--- config.mk ---
export PLATFORM = sky130hd
export DESIGN_NAME = div_iter
export DESIGN_NICKNAME = d
export VERILOG_FILES = /design/src/rtl/div_iter_pkg.sv /design/src/rtl/div_iter.sv
export SDC_FILE = /design/constraint.sdc
export NUM_CORES = 1
export LEC_CHECK = 0
export BUFFER_PORTS_ARGS = -buffer_cell sky130_fd_sc_hd__buf_2
export CAP_MARGIN = 5
export CELL_PAD_IN_SITES_DETAIL_PLACEMENT = 0
export CELL_PAD_IN_SITES_GLOBAL_PLACEMENT = 1
export CORE_UTILIZATION = 47
export CTS_CLUSTER_DIAMETER = 80
export CTS_CLUSTER_SIZE = 16
export DETAILED_ROUTE_END_ITERATION = 10
export GPL_TIMING_DRIVEN = 1
export HOLD_SLACK_MARGIN = 0.06
export PLACE_DENSITY = 0.89
export SETUP_SLACK_MARGIN = 0.4
export SYNTH_ARGS = -nofsm -noshare
export SYNTH_HDL_FRONTEND = slang
export SYNTH_SLANG_ARGS = --single-unit
--- constraint.sdc ---
create_clock -name clk -period 11.9 [get_ports clk]
set_input_delay 1.785 -clock clk [delete_from_list [all_inputs] [get_ports clk]]
set_output_delay 1.785 -clock clk [all_outputs]
set_load 0.05 [all_outputs]
--- src/rtl/div_iter_pkg.sv ---
// Shared definitions for the iterative divider: FSM state encoding,
// the DIV/DIVU operation codes alongside the neighbouring ALU op codes,
// and a magnitude helper used when latching signed operands.
package div_iter_pkg;

    typedef enum logic [1:0] {
        S_IDLE   = 2'b00,
        S_BYZERO = 2'b01,
        S_DIV_ON = 2'b10,
        S_END    = 2'b11
    } div_state_e;

    // ALU operation codes; DIV/DIVU select the double HI/LO write.
    localparam logic [7:0] EXE_AND_OP  = 8'b0010_0100;
    localparam logic [7:0] EXE_OR_OP   = 8'b0010_0101;
    localparam logic [7:0] EXE_MULT_OP = 8'b0001_1000;
    localparam logic [7:0] EXE_MULTU_OP = 8'b0001_1001;
    localparam logic [7:0] EXE_DIV_OP  = 8'b0001_1010;
    localparam logic [7:0] EXE_DIVU_OP = 8'b0001_1011;

    localparam int unsigned DIV_STEPS = 32;

    // Magnitude of a 32-bit operand; raw value when the divide is unsigned.
    // The most negative value maps onto itself, which is its correct
    // unsigned magnitude.
    function automatic logic [31:0] mag32(input logic [31:0] v, input logic is_signed);
        return (is_signed && v[31]) ? (32'd0 - v) : v;
    endfunction

endpackage

--- src/rtl/div_iter.sv ---
// Iterative 32-bit restoring divider (DIV / DIVU). One shift-subtract step
// per cycle; result = {remainder, quotient} feeds the HI/LO write path.
import div_iter_pkg::*;

module div_iter (
    input  logic        clk,
    input  logic        rst,
    input  logic        start,
    input  logic        signed_div,
    input  logic        annul,
    input  logic [31:0] opdata1,
    input  logic [31:0] opdata2,
    output logic [63:0] result,
    output logic        ready,
    output logic        busy
);

    div_state_e  state_q, state_d;
    logic [5:0]  cnt_q, cnt_d;
    logic [64:0] acc_q, acc_d;       // {partial remainder[64:32], quotient/dividend[31:0]}
    logic [31:0] divisor_q, divisor_d;
    logic        quo_neg_q, quo_neg_d;
    logic        rem_neg_q, rem_neg_d;
    logic [63:0] result_q, result_d;
    logic        ready_q, ready_d;

    logic [65:0] shifted;
    logic [33:0] diff;
    logic [64:0] step;
    logic [31:0] quo_fix;
    logic [31:0] rem_fix;

    // One restoring step on the current accumulator, plus the sign fix-up
    // of what the accumulator becomes after that step.
    always_comb begin
        shifted = {acc_q, 1'b0};
        diff    = shifted[65:32] - {2'b00, divisor_q};
        if (diff[33]) begin
            step = shifted[64:0];
        end else begin
            step = {diff[32:0], shifted[31:1], 1'b1};
        end
        quo_fix = quo_neg_q ? (32'd0 - step[31:0])  : step[31:0];
        rem_fix = rem_neg_q ? (32'd0 - step[63:32]) : step[63:32];
    end

    // Next-state, datapath and output decode; annul abandons any in-flight work.
    always_comb begin
        state_d   = state_q;
        cnt_d     = cnt_q;
        acc_d     = acc_q;
        divisor_d = divisor_q;
        quo_neg_d = quo_neg_q;
        rem_neg_d = rem_neg_q;
        result_d  = result_q;
        busy      = 1'b0;

        case (state_q)
            S_IDLE: begin
                if (start && !annul) begin
                    busy = 1'b1;
                    if (opdata2 == 32'd0) begin
                        state_d = S_BYZERO;
                    end else begin
                        state_d   = S_DIV_ON;
                        cnt_d     = 6'd0;
                        acc_d     = {33'd0, mag32(opdata1, signed_div)};
                        divisor_d = mag32(opdata2, signed_div);
                        quo_neg_d = signed_div & (opdata1[31] ^ opdata2[31]);
                        rem_neg_d = signed_div & opdata1[31];
                    end
                end
            end
            S_BYZERO: begin
                busy = 1'b1;
                if (annul) begin
                    state_d = S_IDLE;
                end else begin
                    state_d  = S_END;
                    result_d = 64'h0;
                end
            end
            S_DIV_ON: begin
                busy = 1'b1;
                if (annul) begin
                    state_d = S_IDLE;
                end else begin
                    acc_d = step;
                    cnt_d = cnt_q + 6'd1;
                    if (cnt_q == 6'(DIV_STEPS - 1)) begin
                        state_d  = S_END;
                        result_d = {rem_fix, quo_fix};
                    end
                end
            end
            S_END: begin
                if (annul || !start) begin
                    state_d = S_IDLE;
                end
            end
            default: begin
                state_d = S_IDLE;
            end
        endcase

        ready_d = (state_d == S_END);
    end

    // State and datapath registers; reset clears everything.
    always_ff @(posedge clk) begin
        if (rst) begin
            state_q   <= S_IDLE;
            cnt_q     <= 6'd0;
            acc_q     <= 65'd0;
            divisor_q <= 32'd0;
            quo_neg_q <= 1'b0;
            rem_neg_q <= 1'b0;
            result_q  <= 64'h0;
            ready_q   <= 1'b0;
        end else begin
            state_q   <= state_d;
            cnt_q     <= cnt_d;
            acc_q     <= acc_d;
            divisor_q <= divisor_d;
            quo_neg_q <= quo_neg_d;
            rem_neg_q <= rem_neg_d;
            result_q  <= result_d;
            ready_q   <= ready_d;
        end
    end

    assign result = result_q;
    assign ready  = ready_q;

endmodule
==> results.md <==
- Setup violations remaining at the end of the flow were counted as 0.
- The type of element capturing the critical path is a register.
- The headroom to the max-slew limit is 19.2%.
- The number of global-route vias before repair is 11000.
- The worst setup path is of the register to register kind.
- The max-cap violation count is 0.
- Across the VDD grid, the largest voltage drop is ~0.15 mV.
- The routed design uses 2.12 mm of met3 wire.
- In this run the worst path has a maximum fanout of 49.
- 135 I/O pins were placed.
- In this run the power density over the cells is roughly 160 nW/µm².
- The tree is rooted in a sky130_fd_sc_hd__clkbuf_16.
- The count of final hold-check violations is 0.
- The total count of max-transition violations in the final report is 0.
- The static leakage power is approximately 5.3 nW.
- The die covers 25700 µm².
- The H-tree level count is 4.
- The CTS tree is done.
- The source of the worst register-to-register timing path is acc_q[55].
- The count of vias placed by the detailed router is between 10000 and 15000.
- At the worst endpoint, the arrival time is a little under 6000 ps.
- The placed instances occupy a cell area of about 13000 µm².
- Setup repair after global routing left no endpoint under its margin.
- The beginning of the worst hold path is result[59].
- Grouping stages by cell kind, the critical path spends the most delay in compound AO/OA/AOI/OAI gates.
- The total global routing track utilization is 28.4%.
- The top metal layer carrying routed signals is met5.
- Counting both buffers and inverters, the worst setup path holds a total of 3.
- Global routing finished with a remaining overflow of 0.
- The initial antenna violation count is 1.
- The most used flip-flop cell after synthesis is sky130_fd_sc_hd__dfxtp_1.
- The end point of the most critical hold path is result[59].
- The post-synthesis instance area is approximately 12000 µm².
- The slowest stage of the critical path is the sky130_fd_sc_hd__nor2_4 cell.
- Traced cell by cell, the critical path runs through ha_1 -> nand2_1 -> o21ai_0 -> a21oi_1 -> o31ai_1 -> nor3_4 -> buf_4 -> nor2_4 -> inv_2 -> nand2_1 -> o21ai_0 -> inv_1 -> ha_1 -> o21ai_1 -> or4_1 -> o41a_1 -> xnor2_1 -> o21ai_1.
- The number of detailed-routing iterations run before antenna repair is 7.
- The post-detailed-placement half-perimeter wirelength is roughly 27 mm.
- Post-CTS timing repair inserted 0 buffers for setup.
- The min-delay analysis places its worst path in the category register to register.
- The number of inserted diodes is 0.
- Wire segments on met2 add up to roughly 17 mm in the final route.
- The routed length on met1 is approximately 16 mm.
- The path depth of the worst reg2reg path is 18.
- At the worst endpoint, the required time is 12200 ps.
- After floorplanning, the core was sized to cover approximately 24000 µm².
- Counting flops with a built-in enable in the synthesized netlist gives 0.
- The area added between synthesis and finish is 12.2%.
- At the pin with the least slew margin, the transition time is between 1000 and 1500 ps.
- The capture instance of the worst register-to-register path is result[62].
- The floorplan has 57 rows.
- The highest clock rate is 0.177 GHz.
- The kind of start point of the critical path is a register.
- The pin count of the biggest net entering global routing is 74.
- The run finished with clean final reports.
- The number of nets in the layout is between 1500 and 2000.
- The proportion of synthesized chip area in sequential cells is roughly 29%.
- In this run the remaining antenna-violating nets after routing total 0.
- Total power for the finished layout comes to approximately 2.1 mW.
- The clock passes through at most 2 buffers.
- Along the worst hold path, the cell count comes to 2.
- The initial utilization of the core area, before any placement, comes to around 48%.
- The post-route clock period utilization is 47.6%.
- The horizontal die dimension is 160 µm.
- Buffers inserted during clock tree synthesis total 17.
- In the synthesized netlist the async set-or-reset flop fraction comes to 0%.
- At the later pin of the worst-skew pair, clock insertion delay measures roughly 440 ps.
- After clock tree synthesis, the repair step resized 0 gates.
- The fraction of layout instances using a drive strength above 1 is about 13%.
- Clock-pin slew was measured on the worst setup and hold paths at roughly 80 ps.
- For flop-to-flop paths, the worst setup slack is approximately 6200 ps.
- Synthesis instantiated 77 different standard cells from the library.
- The number of instances in the synthesized netlist is between 1500 and 2000.
- Routability-driven placement finished with a final weighted congestion of a little under 1.
- The total detailed-routing wirelength is 36.7 mm.
- The first global-routing pass estimated approximately 59 mm of wire.
- Buffers inserted to repair hold after CTS numbered 0.
- Buffers placed on the I/O ports in this run total 134.
- The synthesized design contains ~170 register bits.
- The sink count of the clock tree is approximately 170.
- The average instance area after synthesis is between 7 and 8 µm².
- Tracing the worst setup path back leads to its startpoint at acc_q[55].
- The worst clock skew is approximately 14 ps.
- The number of warning messages in the yosys log is 0.
- After routing, the total negative slack on setup checks comes to 0 ps.
- The critical path's largest stage delay is 770 ps.
- The die is roughly 160 µm tall.
- The post-synth net total is around 1700.
- For this block, the initial DRC count from the detailed router was roughly 1000.
- Summing all non-filler instances in the final layout gives an area of about 13000 µm².
- The detailed-route vias per instance is between 5 and 6.
- After detailed routing, the number of remaining DRC violations is 0.
- In the final routed layout, each cell accounts on average for about 18 µm.
- The clock period could shrink to roughly 5700 ps.
-- cell type report --
class	instances	area, µm²
fill	2391	11300
multi-input combinational	1262	7730
sequential	172	3440
timing repair buffer	145	756
clock buffer	17	425
tap	324	405
inverter	62	233
clock inverter	15	210
-- kinds of logic (layout without fill, tap and decap cells) --
logic type	after synthesis	count (layout)	synth area share (%)
AND/OR/NAND/NOR	563	563	21.6
buffers and inverters	153	239	5.24
multiplexers	16	16	1.38
adder cells (fa/ha/maj)	42	42	4.53
XOR/XNOR	140	140	10.4
AO/OA/AOI/OAI	501	501	27.6
flip-flops	172	172	29.2
-- worst reg2reg max path: cells and delay by family (launching register included) --
| family | cells | cell delay [ps] |
|---|---|---|
| simple gates | 5 | 1650 |
| fa+ha+maj | 2 | 690 |
| buf+inv | 3 | 920 |
| flops | 1 | 380 |
| xor+xnor | 1 | 140 |
| compound gates | 7 | 1750 |
-- registers in the layout (all words and copies together), names as in the netlist --
register,flops
rem_neg_q,1
state_q,2
ready,1
divisor_q,32
quo_neg_q,1
acc_q,65
result,64
cnt_q,6
-- Yosys cell counts, drive strengths merged (11+ instances only) --
master / n / area share [%]
a211oi: 41 / 2.6
a21boi: 11 / 0.73
a21oi: 124 / 5.3
a22oi: 53 / 3.4
a31oi: 12 / 0.64
and3: 11 / 0.58
buf: 27 / 1.2
clkbuf: 64 / 2.0
dfxtp: 172 / 29
ha: 41 / 4.4
inv: 62 / 2.0
mux2i: 14 / 1.2
nand2: 226 / 7.2
nand2b: 15 / 0.80
nand3: 17 / 0.72
nor2: 165 / 5.3
nor2b: 12 / 0.64
nor3: 34 / 1.5
nor4: 18 / 0.96
o21ai: 141 / 6.1
o31ai: 31 / 2.0
o41ai: 16 / 1.3
or3: 17 / 0.95
or4: 12 / 0.83
xnor2: 77 / 5.7
xor2: 63 / 4.7
-- cells in the final DEF (no fill, tap or decap), types with 11 or more instances in the layout --
master,Yosys,layout
sky130_fd_sc_hd__o31ai_1,30,30
sky130_fd_sc_hd__buf_4,0,12
sky130_fd_sc_hd__o21ai_0,122,122
sky130_fd_sc_hd__nand2_1,225,224
sky130_fd_sc_hd__nor2b_1,12,12
sky130_fd_sc_hd__xor2_1,63,63
sky130_fd_sc_hd__and3_1,11,11
sky130_fd_sc_hd__nor2_1,164,163
sky130_fd_sc_hd__mux2i_1,14,14
sky130_fd_sc_hd__or3_1,16,16
sky130_fd_sc_hd__a31oi_1,12,12
sky130_fd_sc_hd__a211oi_1,41,41
sky130_fd_sc_hd__a21oi_1,123,123
sky130_fd_sc_hd__nor3_1,33,32
sky130_fd_sc_hd__nor4_1,18,17
sky130_fd_sc_hd__nand3_1,17,17
sky130_fd_sc_hd__nand2b_1,15,15
sky130_fd_sc_hd__o21ai_1,16,16
sky130_fd_sc_hd__a22oi_1,52,52
sky130_fd_sc_hd__buf_2,16,133
sky130_fd_sc_hd__inv_1,61,61
sky130_fd_sc_hd__clkbuf_16,0,17
sky130_fd_sc_hd__ha_1,41,40
sky130_fd_sc_hd__o41ai_1,14,14
sky130_fd_sc_hd__dfxtp_1,172,172
sky130_fd_sc_hd__xnor2_1,77,77
-- per-layer routing --
| layer | GRT usage [%] | up-vias |
|---|---|---|
| met1 | 38.1 | 5560 |
| li1 | - | 5792 |
| met5 | 0 | - |
| met2 | 47.1 | 371 |
| met4 | 7.97 | 2 |
| met3 | 4.08 | 59 |
-- report_power, final --
group / leakage [nW] / total, mW / switching (mW) / internal (mW)
combinational: 3.57 / 0.862 / 0.581 / 0.281
sequential: 1.39 / 0.689 / 0.0605 / 0.629
clock: 0.307 / 0.598 / 0.290 / 0.307
total: 5.27 / 2.15 / 0.932 / 1.22
-- how the worst max path moves through the flow --
stage | to | depth (start not counted) | slack [ps]
after global routing | result[48] | 17 | 5820
final | result[62] | 18 | 6240
after CTS | result[62] | 18 | 6320
after floorplan | result[28] | 22 | 7130
after global placement | result[56] | 18 | 6460
after detailed placement | result[62] | 18 | 6350
-- stage by stage --
| stage | worst slack (ps) | utilization (%) | std cells | hold slack, ps |
|---|---|---|---|---|
| floorplan | 7130 | - | 1587 | 432 |
| global placement | 6460 | 51.4 | 1965 | 436 |
| global route | 5820 | 54.0 | 1997 | 478 |
| detailed placement | 6350 | 51.4 | 1965 | 441 |
| CTS | 6320 | 54.0 | 1997 | 453 |
| finish | 6240 | 54.0 | 1997 | 453 |
(Power assumes the default switching activity.)
